[src/rtl/fac_job_master.sv]
// Bus-master driver for the factorial core: runs one operand through the
// register sequence (operand, intrEn, opstart, wait, read result, opclear).
module fac_job_master #(
  parameter logic [15:0] BASE_ADDR = 16'h7000,
  parameter int          TIMEOUT   = 4096
) (
  input  logic         clk,
  input  logic         reset,
  input  logic         cmd_valid,
  output logic         cmd_ready,
  input  logic [63:0]  cmd_operand,
  output logic         rsp_valid,
  input  logic         rsp_ready,
  output logic [127:0] rsp_result,
  output logic         rsp_err,
  output logic         m_req,
  input  logic         m_grant,
  output logic         m_wr,
  output logic [15:0]  m_addr,
  output logic [63:0]  m_dout,
  input  logic [63:0]  m_din,
  input  logic         interrupt,
  output logic         busy
);

  localparam int CNT_W = $clog2(TIMEOUT + 1);

  typedef enum logic [3:0] {
    S_IDLE, S_WR_OPD, S_WR_IEN, S_WR_STA, S_WAIT_INT, S_RD_HI, S_RD_HI_CAP,
    S_RD_LO, S_RD_LO_CAP, S_WR_CLR1, S_WR_CLR0, S_RESP
  } state_t;

  state_t             state_q, state_d;
  logic [CNT_W-1:0]   cnt_q, cnt_d;
  logic               err_q, err_d;
  logic [63:0]        opd_q, opd_d, hi_q, hi_d, lo_q, lo_d;
  logic               cmd_ready_q, cmd_ready_d, rsp_valid_q, rsp_valid_d;
  logic [127:0]       rsp_result_q, rsp_result_d;
  logic               rsp_err_q, rsp_err_d, m_req_q, m_req_d, m_wr_q, m_wr_d;
  logic [15:0]        m_addr_q, m_addr_d;
  logic [63:0]        m_dout_q, m_dout_d;
  logic               busy_q, busy_d;
  logic               granted;

  assign granted    = m_req_q && m_grant;
  assign cmd_ready  = cmd_ready_q;
  assign rsp_valid  = rsp_valid_q;
  assign rsp_result = rsp_result_q;
  assign rsp_err    = rsp_err_q;
  assign m_req      = m_req_q;
  assign m_wr       = m_wr_q;
  assign m_addr     = m_addr_q;
  assign m_dout     = m_dout_q;
  assign busy       = busy_q;

  always_ff @(posedge clk) begin
    if (reset) begin
      state_q      <= S_IDLE;
      cnt_q        <= '0;
      err_q        <= 1'b0;
      cmd_ready_q  <= 1'b1;
      rsp_valid_q  <= 1'b0;
      rsp_result_q <= '0;
      rsp_err_q    <= 1'b0;
      m_req_q      <= 1'b0;
      m_wr_q       <= 1'b0;
      m_addr_q     <= '0;
      m_dout_q     <= '0;
      busy_q       <= 1'b0;
    end else begin
      state_q      <= state_d;
      cnt_q        <= cnt_d;
      err_q        <= err_d;
      cmd_ready_q  <= cmd_ready_d;
      rsp_valid_q  <= rsp_valid_d;
      rsp_result_q <= rsp_result_d;
      rsp_err_q    <= rsp_err_d;
      m_req_q      <= m_req_d;
      m_wr_q       <= m_wr_d;
      m_addr_q     <= m_addr_d;
      m_dout_q     <= m_dout_d;
      busy_q       <= busy_d;
    end
    opd_q <= opd_d;
    hi_q  <= hi_d;
    lo_q  <= lo_d;
  end

  // Access states advance only on a granted cycle; capture states take m_din
  // one cycle after the granted read regardless of grant.
  always_comb begin
    state_d = state_q;
    cnt_d   = cnt_q;
    err_d   = err_q;
    opd_d   = opd_q;
    hi_d    = hi_q;
    lo_d    = lo_q;
    case (state_q)
      S_IDLE: if (cmd_valid) begin
        opd_d   = cmd_operand;
        state_d = S_WR_OPD;
      end
      S_WR_OPD: if (granted) state_d = S_WR_IEN;
      S_WR_IEN: if (granted) state_d = S_WR_STA;
      S_WR_STA: if (granted) begin
        state_d = S_WAIT_INT;
        cnt_d   = '0;
      end
      S_WAIT_INT: begin
        cnt_d = cnt_q + CNT_W'(1);
        if (interrupt) begin
          state_d = S_RD_HI;
        end else if (cnt_d == CNT_W'(TIMEOUT)) begin
          err_d   = 1'b1;
          state_d = S_WR_CLR1;
        end
      end
      S_RD_HI: if (granted) state_d = S_RD_HI_CAP;
      S_RD_HI_CAP: begin
        hi_d    = m_din;
        state_d = S_RD_LO;
      end
      S_RD_LO: if (granted) state_d = S_RD_LO_CAP;
      S_RD_LO_CAP: begin
        lo_d    = m_din;
        state_d = S_WR_CLR1;
      end
      S_WR_CLR1: if (granted) state_d = S_WR_CLR0;
      S_WR_CLR0: if (granted) state_d = S_RESP;
      S_RESP: if (rsp_ready) begin
        err_d   = 1'b0;
        state_d = S_IDLE;
      end
      default: state_d = S_IDLE;
    endcase
  end

  // Outputs are registered from the next state so they line up with state_q.
  always_comb begin
    cmd_ready_d  = (state_d == S_IDLE);
    busy_d       = (state_d != S_IDLE);
    m_req_d      = (state_d != S_IDLE) && (state_d != S_RESP);
    rsp_valid_d  = (state_d == S_RESP);
    rsp_err_d    = rsp_valid_d && err_d;
    rsp_result_d = (rsp_valid_d && !err_d) ? {hi_d, lo_d} : 128'd0;
    m_wr_d       = 1'b0;
    m_addr_d     = '0;
    m_dout_d     = '0;
    case (state_d)
      S_WR_OPD:   begin m_wr_d = 1'b1; m_addr_d = BASE_ADDR + 16'h0020; m_dout_d = opd_d; end
      S_WR_IEN:   begin m_wr_d = 1'b1; m_addr_d = BASE_ADDR + 16'h0018; m_dout_d = 64'd1; end
      S_WR_STA:   begin m_wr_d = 1'b1; m_addr_d = BASE_ADDR;            m_dout_d = 64'd1; end
      S_WAIT_INT: begin m_addr_d = BASE_ADDR; m_dout_d = 64'd1; end
      S_RD_HI, S_RD_HI_CAP: m_addr_d = BASE_ADDR + 16'h0028;
      S_RD_LO, S_RD_LO_CAP: m_addr_d = BASE_ADDR + 16'h0030;
      S_WR_CLR1:  begin m_wr_d = 1'b1; m_addr_d = BASE_ADDR + 16'h0008; m_dout_d = 64'd1; end
      S_WR_CLR0:  begin m_wr_d = 1'b1; m_addr_d = BASE_ADDR + 16'h0008; end
      default: ;
    endcase
  end

endmodule
[config.mk]
export PLATFORM = sky130hd
export DESIGN_NAME = fac_job_master
export DESIGN_NICKNAME = d
export VERILOG_FILES = /design/src/rtl/fac_job_master.sv
export SDC_FILE = /design/constraint.sdc
export NUM_CORES = 1
export LEC_CHECK = 0
export ABC_AREA = 1
export CAP_MARGIN = 20
export CORE_UTILIZATION = 46
export CTS_BUF_LIST = sky130_fd_sc_hd__clkbuf_8
export DETAILED_ROUTE_END_ITERATION = 6
export GPL_TIMING_DRIVEN = 1
export HOLD_SLACK_MARGIN = 0.05
export PLACE_DENSITY = 0.89
export SYNTH_ARGS = -nofsm -noshare
export SYNTH_HDL_FRONTEND = slang
export SYNTH_SLANG_ARGS = --single-unit
[constraint.sdc]
create_clock -name clk -period 1.86 [get_ports clk]
set_input_delay 0.372 -clock clk [delete_from_list [all_inputs] [get_ports clk]]
set_output_delay 0.372 -clock clk [all_outputs]
set_load 0.005 [all_outputs]
==> impl_results.md, run 1 <==
* Sequential cell area at 0.00828 mm^2
* Total Die Area at 0.0308 mm^2
* IR drop worst, VDD at 870 uV
* Antenna violations before repair at 1
* Worst setup slack for register-to-register paths at -0.25 ns
* Starting DRC count in detailed routing at 833
* Detail Placement HPWL at 24,300 um
* FF-to-FF Start: cnt_q[6]
* Critical Setup Path Class: reg -> reg
* Setup violation total in the final timing report at 138
* Tightest hold margin at 0.388 ns
* Drt pass-1 iters at 5
* Total clock sinks at 412
* Cell Area, Synth at 0.0138 mm^2
* Flop pwr share at 49.3%
* Crit path largest cell delay at 0.35 ns
* Element type at the critical path end: flop
* Number of port buffers at 337
* Post-route minimum period at 2.11 ns
* Worst path required time at 2.40 ns
* Endpoints failing hold at 0
* Die Width at 175 um
* Aggregate global-route resource usage at 24.8%
* Worst setup margin at -0.249 ns
* CP arrival at 2.65 ns
* Failing checks: negative setup slack
* Mean instance size in the synthesized netlist at 8.95 um^2
* Net count of the finished layout at 2,107
* Starting density of the core at 46.7%
* Number of clock buffers inserted by TritonCTS at 61
* Global-route wire length before repair at 60,900 um
* Vias in the first global route at 12,000
* Worst clock skew at 0.0373 ns
* Cell with the biggest individual delay on the critical path: sky130_fd_sc_hd__dfxtp_2
* Kind of path behind the tightest hold check: in -> reg
* Cell Int Power at 15.1 mW
* Unrepaired setup endpoints after global routing: yes
* Sequential-to-total area share from yosys stat at 59.6%
* Pwr Total at 20.4 mW
* Clk pwr share at 35.9%
* Maximum buffer depth of the clock tree at 3
* Pin count of the biggest net entering global routing at 69
* Worst r2r dst: rsp_result[8]
* Run status: finished, violations left
* Placement Rows at 63
* Top FF cell, synth: sky130_fd_sc_hd__dfxtp_1
* Clock slew seen by the registers of the worst setup and hold paths at 0.07 ns
* Critical Path Fanout Max at 8
* Number of non-filler instances in the completed layout at 2,411
* Gp weighted congestion at 0.846
* Launching instance or port of the critical path: cnt_q[6]
* # IOs at 348
* Accumulated negative setup slack at -25.59 ns
* Master cell of the clock root buffer: sky130_fd_sc_hd__clkbuf_8
* Cell count after synthesis at 1,546
* Post-route ant nets at 0
* Share of async-settable or async-resettable flops after synthesis at 0%
* Transition at the pin with the smallest max-transition slack at 0.588 ns
* Total of hold buffers inserted after clock tree synthesis at 0
* Count of yosys warnings during synthesis at 0
* Cell occurring most often along the worst timing path: sky130_fd_sc_hd__nand2_2
* Switching power total at 5.36 mW
* Chip height at 175 um
* Power density normalized to cell area at 1020 mW/mm^2
* Max-cap viol count at 0
* Fill cells at 1,969
* Multi-input gate area at 0.00430 mm^2
* Unique cell type count in the Yosys netlist at 31
* CTS tree: built
* Avg WL per Cell at 17.3 um
* FMAX at 474 MHz
* Endpoint of the worst setup timing path: rsp_result[8]
* Mean number of vias per cell at 4.89
* Post-synth EDFFs at 0
* Sw Share at 26.2%
* Leakage dissipation at 10.7 nW
* CTS H-tree depth at 2
* Normalized max-slew margin at 60.8%
* Share of final-layout standard cells stronger than drive strength 1 at 21.9%
* GR Overflow Total at 0
* Dpl cells at 2,268
* Launching element type of the critical path: flop
* Depth of the most critical reg-to-reg path at 14
* Final cycle utilization of the critical path at 113%
* DRC violations left at 0
* Clock latency reported for the late side of the worst-skew pair at 0.63 ns
* Register bit count reported by yosys at 412
* CORE AREA at 0.0296 mm^2
* Place WS at -0.454 ns
* Overall via count from detail_route at 11,800
* Slew Viols, Final at 0
* Detailed Route WL at 41,700 um
* Cells along the critical path: nand2_2, nor2_4, nand2_2, buf_4, nand2_1, nand2_1, nand3_2, nor3_4, nand3_2, nand2_2, inv_6, nand2_8, buf_12, nor2_1
* Relative area change from synthesis to final layout at 44.6%
* Part of the power in combinational logic at 14.7%
==> layout make-up <==
| type | count | share of cell area [%] |
|---|---|---|
| sequential | 412 | 41.4 |
| timing repair buffer | 430 | 22.9 |
| multi-input combinational | 778 | 21.5 |
| inverter | 289 | 5.47 |
| clock buffer | 79 | 5.43 |
| tap | 390 | 2.44 |
| clock inverter | 32 | 0.838 |
| antenna | 1 | 0.0125 |
==> synthesized netlist by cell type, types with 2 or more instances <==
library cell               number  area share [%]
sky130_fd_sc_hd__o21ai_1        3            0.11
sky130_fd_sc_hd__o21bai_1       2            0.11
sky130_fd_sc_hd__nor2_1       168             4.6
sky130_fd_sc_hd__nor2_2         6            0.27
sky130_fd_sc_hd__a211oi_1       2            0.11
sky130_fd_sc_hd__nand2_2        4            0.18
sky130_fd_sc_hd__a21oi_1       22            0.80
sky130_fd_sc_hd__buf_12         6            0.87
sky130_fd_sc_hd__dfxtp_1      412              60
sky130_fd_sc_hd__nand4_1        7            0.32
sky130_fd_sc_hd__clkbuf_1      52             1.4
sky130_fd_sc_hd__buf_4         12            0.65
sky130_fd_sc_hd__nand3_2        2            0.14
sky130_fd_sc_hd__a31oi_1        2           0.090
sky130_fd_sc_hd__nor2_4        52             4.2
sky130_fd_sc_hd__nor3_1         2           0.072
sky130_fd_sc_hd__nand3_1       18            0.65
sky130_fd_sc_hd__o21ai_0      196             7.1
sky130_fd_sc_hd__or2_2        127             5.7
sky130_fd_sc_hd__nand2_1      147             4.0
sky130_fd_sc_hd__inv_1        287             7.8
sky130_fd_sc_hd__buf_6          8            0.65
==> per-stage QoR <==
step	instance area (um^2)	utilization, %
after global routing	20000	67.5
final	20000	67.5
after floorplan	13900	-
after CTS	19600	66.0
after global placement	17900	60.3
after detailed placement	17900	60.3
==> per-layer routing <==
layer	wire length, um	track usage [%]	up-vias	share of wire (%)
met5	0	0	-	0
met1	15200	26.5	5561	37
met3	3790	7.62	141	9.1
met2	20800	44.9	614	50
met4	1900	10.8	0	4.5
li1	-	-	5475	-
==> layout by cell type, fill, tap and decap left out, drive strengths merged <==
master / n
a211oi: 2
a21oi: 22
a31oi: 2
buf: 88
clkbuf: 84
clkdlybuf4s50: 243
clkinv: 8
clkinvlp: 1
conb: 10
dfxtp: 412
diode: 1
dlygate4sd2: 37
dlymetal6s2s: 57
ha: 1
inv: 312
nand2: 154
nand3: 20
nand3b: 1
nand4: 7
nor2: 226
nor3: 3
nor4: 1
o21ai: 199
o21bai: 2
or2: 127
xnor2: 1
==> what timing repair did <==
action | 4_1_cts | 5_1_grt
cloned | 7 | 5
buffers inserted | 15 | 8
endpoints found under the setup margin | 191 | 340
gates resized for setup | 114 | 124
pin swaps | 17 | 16
==> power groups by stage <==
| stage | registers, mW | logic (mW) | clock network [mW] |
|---|---|---|---|
| final | 10.1 | 3.01 | 7.34 |
| after global routing | 10.2 | 3.30 | 7.89 |
| after CTS | 10.1 | 2.93 | 7.39 |
| after detailed placement | 10.2 | 2.82 | 0 |
| after global placement | 10.2 | 2.68 | 0 |
| after floorplan | 10.2 | 1.53 | 0 |
==> registers in the layout, indices dropped and copies added (netlist names) <==
register	cells
rsp_err	1
state_q	4
cnt_q	13
opd_q	64
hi_q	64
m_addr	4
cmd_ready	1
m_wr	1
m_req	1
busy	1
rsp_result	128
lo_q	64
err_q	1
rsp_valid	1
m_dout	64
==> worst min path at each step <==
stage / startpoint / to / cells past startpoint
after floorplan: opd_q[0] / opd_q[0] / 2
after global placement: opd_q[0] / opd_q[0] / 2
after detailed placement: opd_q[0] / opd_q[0] / 2
after CTS: cmd_operand[0] / opd_q[0] / 3
after global routing: cmd_operand[3] / opd_q[3] / 3
final: cmd_operand[0] / opd_q[0] / 3
==> critical path: cells and delay by family (launching register included) <==
kind          cells  cell delay (ns)
simple gates     11             1.20
buf+inv           3             0.46
flops             1             0.35
==> cell families after synthesis <==
logic type                 share of synthesized area (%)
adders and majority gates                         0.0904
buffers and inverters                               11.4
other                                             0.0271
xor gates and xnor gates                          0.0633
AOI/OAI and AO/OA                                   8.30
and+or+nand+nor                                     20.5
DFF                                                 59.6
(Power assumes the default switching activity.)
==> run 2: changes to the inputs <==
--- a/config.mk
+++ b/config.mk
@@ -12,7 +12,8 @@
 export DETAILED_ROUTE_END_ITERATION = 6
 export GPL_TIMING_DRIVEN = 1
 export HOLD_SLACK_MARGIN = 0.05
-export PLACE_DENSITY = 0.89
+export PLACE_DENSITY = 0.82
+export SKIP_LAST_GASP = 1
 export SYNTH_ARGS = -nofsm -noshare
 export SYNTH_HDL_FRONTEND = slang
 export SYNTH_SLANG_ARGS = --single-unit
==> impl_results.md, run 2 (synthesis results as in run 1) <==
* Switching power total at 5.14 mW
* Multi-input gate area at 0.00428 mm^2
* Element type at the critical path end: flop
* Total Die Area at 0.0308 mm^2
* Number of non-filler instances in the completed layout at 2,443
* CORE AREA at 0.0296 mm^2
* Worst clock skew at 0.0276 ns
* Transition at the pin with the smallest max-transition slack at 0.552 ns
* Hold path startpoint: cmd_operand[0]
* Clock latency reported for the late side of the worst-skew pair at 0.62 ns
* Worst r2r dst: rsp_result[87]
* Cells along the critical path: ha_4, nand2_4, nor2_4, nand2_1, nand2_1, nand2_1, inv_1, nand2_2, nor2_4, nand3_2, nand2_1, inv_4, nand2_8, clkbuf_16, nor2_1
* Pin count of the biggest net entering global routing at 65
* Cell occurring most often along the worst timing path: sky130_fd_sc_hd__nand2_1
* Fraction of met1 tracks used by global routing at 23.7%
* Gp weighted congestion at 0.850
* Crit path largest cell delay at 0.38 ns
* Met3 usage at 7.92%
* Cell Int Power at 15.4 mW
* Total clock sinks at 412
* Power density normalized to cell area at 1010 mW/mm^2
* Share of final-layout standard cells stronger than drive strength 1 at 22.7%
* GR Overflow Total at 0
* Chip height at 175 um
* Unrepaired setup endpoints after global routing: yes
* # IOs at 348
* Number of port buffers at 337
* Mean number of vias per cell at 4.66
* Part of the power in combinational logic at 14.3%
* Normalized max-slew margin at 63.2%
* CTS tree: built
* Cell with the biggest individual delay on the critical path: sky130_fd_sc_hd__dfxtp_4
* Worst Path Buf+Inv at 3
* Critical Path Fanout Max at 7
* Busiest layer in global routing: met2
* Die Width at 175 um
* Global routing met2 resource utilization at 40.8%
* Final cycle utilization of the critical path at 109%
* Flop pwr share at 48.9%
* Sequential cell area at 0.00827 mm^2
* Drt pass-1 iters at 5
* Slew Viols, Final at 0
* Worst setup slack for register-to-register paths at -0.18 ns
* Depth of the most critical reg-to-reg path at 15
* Endpoints failing hold at 0
* Master cell of the clock root buffer: sky130_fd_sc_hd__clkbuf_8
* CP arrival at 2.54 ns
* Placement Rows at 63
* Critical Setup Path Class: reg -> reg
* Max-cap viol count at 0
* Worst path required time at 2.37 ns
* Aggregate global-route resource usage at 22.6%
* IR drop worst, VDD at 729 uV
* DRC violations left at 0
* Number of cells on the worst hold path at 3
* Starting DRC count in detailed routing at 477
* Kind of path behind the tightest hold check: in -> reg
* Accumulated negative setup slack at -18.89 ns
* Fill cells at 2,075
* FMAX at 491 MHz
* Net count of the finished layout at 2,137
* Worst min-delay path endpoint: opd_q[0]
* Post-route minimum period at 2.04 ns
* Cell family contributing the most delay on the critical path: simple AND/OR/NAND/NOR gates
* Tightest hold margin at 0.344 ns
* Clock slew seen by the registers of the worst setup and hold paths at 0.07 ns
* Detailed Route WL at 38,000 um
* Global-route wire length before repair at 55,900 um
* Worst setup margin at -0.176 ns
* Overall via count from detail_route at 11,400
* Failing checks: negative setup slack
* Avg WL per Cell at 15.6 um
* Number of clock buffers inserted by TritonCTS at 61
* Maximum buffer depth of the clock tree at 3
* FF-to-FF Start: cnt_q[0]
* Summed area of non-filler cells in the final layout at 0.0203 mm^2
* Run status: finished, violations left
* Relative area change from synthesis to final layout at 46.7%
* Area after detailed placement at 0.0182 mm^2
* Most frequent cells in the layout: sky130_fd_sc_hd__dfxtp_1 (401), sky130_fd_sc_hd__inv_1 (301), sky130_fd_sc_hd__clkdlybuf4s50_1 (252)
* Antenna violations before repair at 1
* Vias in the first global route at 11,400
* Launching element type of the critical path: flop
* Starting density of the core at 46.7%
* Sw Share at 25.0%
* Post-route ant nets at 0
* Leakage dissipation at 11.1 nW
* CTS H-tree depth at 2
* Detail Placement HPWL at 24,000 um
* Setup violation total in the final timing report at 137
* Dpl cells at 2,311
* Clk pwr share at 36.8%
* Flip-flop count of the largest register after layout at 128
* Most common library cell in the layout ignoring fill and taps: sky130_fd_sc_hd__dfxtp_1
-- run 2: worst max path at each step --
| stage | depth (start not counted) | startpoint | slack (ns) | to |
|---|---|---|---|---|
| global placement | 9 | rsp_ready | -0.19 | m_addr[4] |
| detailed placement | 7 | m_grant | -0.27 | cnt_q[0] |
| finish | 15 | cnt_q[0] | -0.18 | rsp_result[87] |
| global route | 15 | cnt_q[6] | -0.33 | m_addr[5] |
| CTS | 15 | cnt_q[0] | -0.14 | rsp_result[8] |
| floorplan | 13 | cnt_q[5] | 0.01 | rsp_result[63] |
-- run 2: final cells by class --
| type | count | area share, % |
|---|---|---|
| multi-input combinational | 778 | 21.1 |
| clock inverter | 30 | 0.894 |
| inverter | 289 | 5.39 |
| tap | 390 | 2.41 |
| timing repair buffer | 460 | 23.8 |
| sequential | 412 | 40.8 |
| antenna | 1 | 0.0123 |
| clock buffer | 83 | 5.63 |
-- run 2: per-stage QoR --
stage	utilization [%]	total power [mW]	setup WS [ns]
floorplan	-	11.7	0.0104
global placement	61.5	12.9	-0.187
detailed placement	61.5	13.1	-0.267
CTS	66.4	20.7	-0.141
global route	68.5	21.5	-0.330
finish	68.5	20.6	-0.176
-- run 2: repair_timing --
item	in CTS	in global routing
buffers inserted	8	2
hold buffers	0	0
endpoints found under the setup margin	197	333
endpoints found under the hold margin	0	0
pin swaps	14	20
cloned	0	11
gates resized for setup	26	141
-- run 2: layer usage --
layer	wire length, um	share of wire, %
met2	19200	51
met1	13700	36
met3	3780	9.9
met4	1350	3.6
met5	0	0
-- run 2: worst reg2reg max path: cells and delay by family (launching register included) --
family	cells	cell delay (ns)
simple gates	11	1.01
flops	1	0.38
buf+inv	3	0.37
fa+ha+maj	1	0.18
-- run 2: power by group through the flow --
| stage | Sequential [mW] | Combinational (mW) | Clock, mW |
|---|---|---|---|
| global placement | 10.2 | 2.73 | 0 |
| finish | 10.1 | 2.95 | 7.57 |
| detailed placement | 10.2 | 2.85 | 0 |
| floorplan | 10.2 | 1.53 | 0 |
| global route | 10.1 | 3.28 | 8.12 |
| CTS | 10.1 | 2.92 | 7.70 |
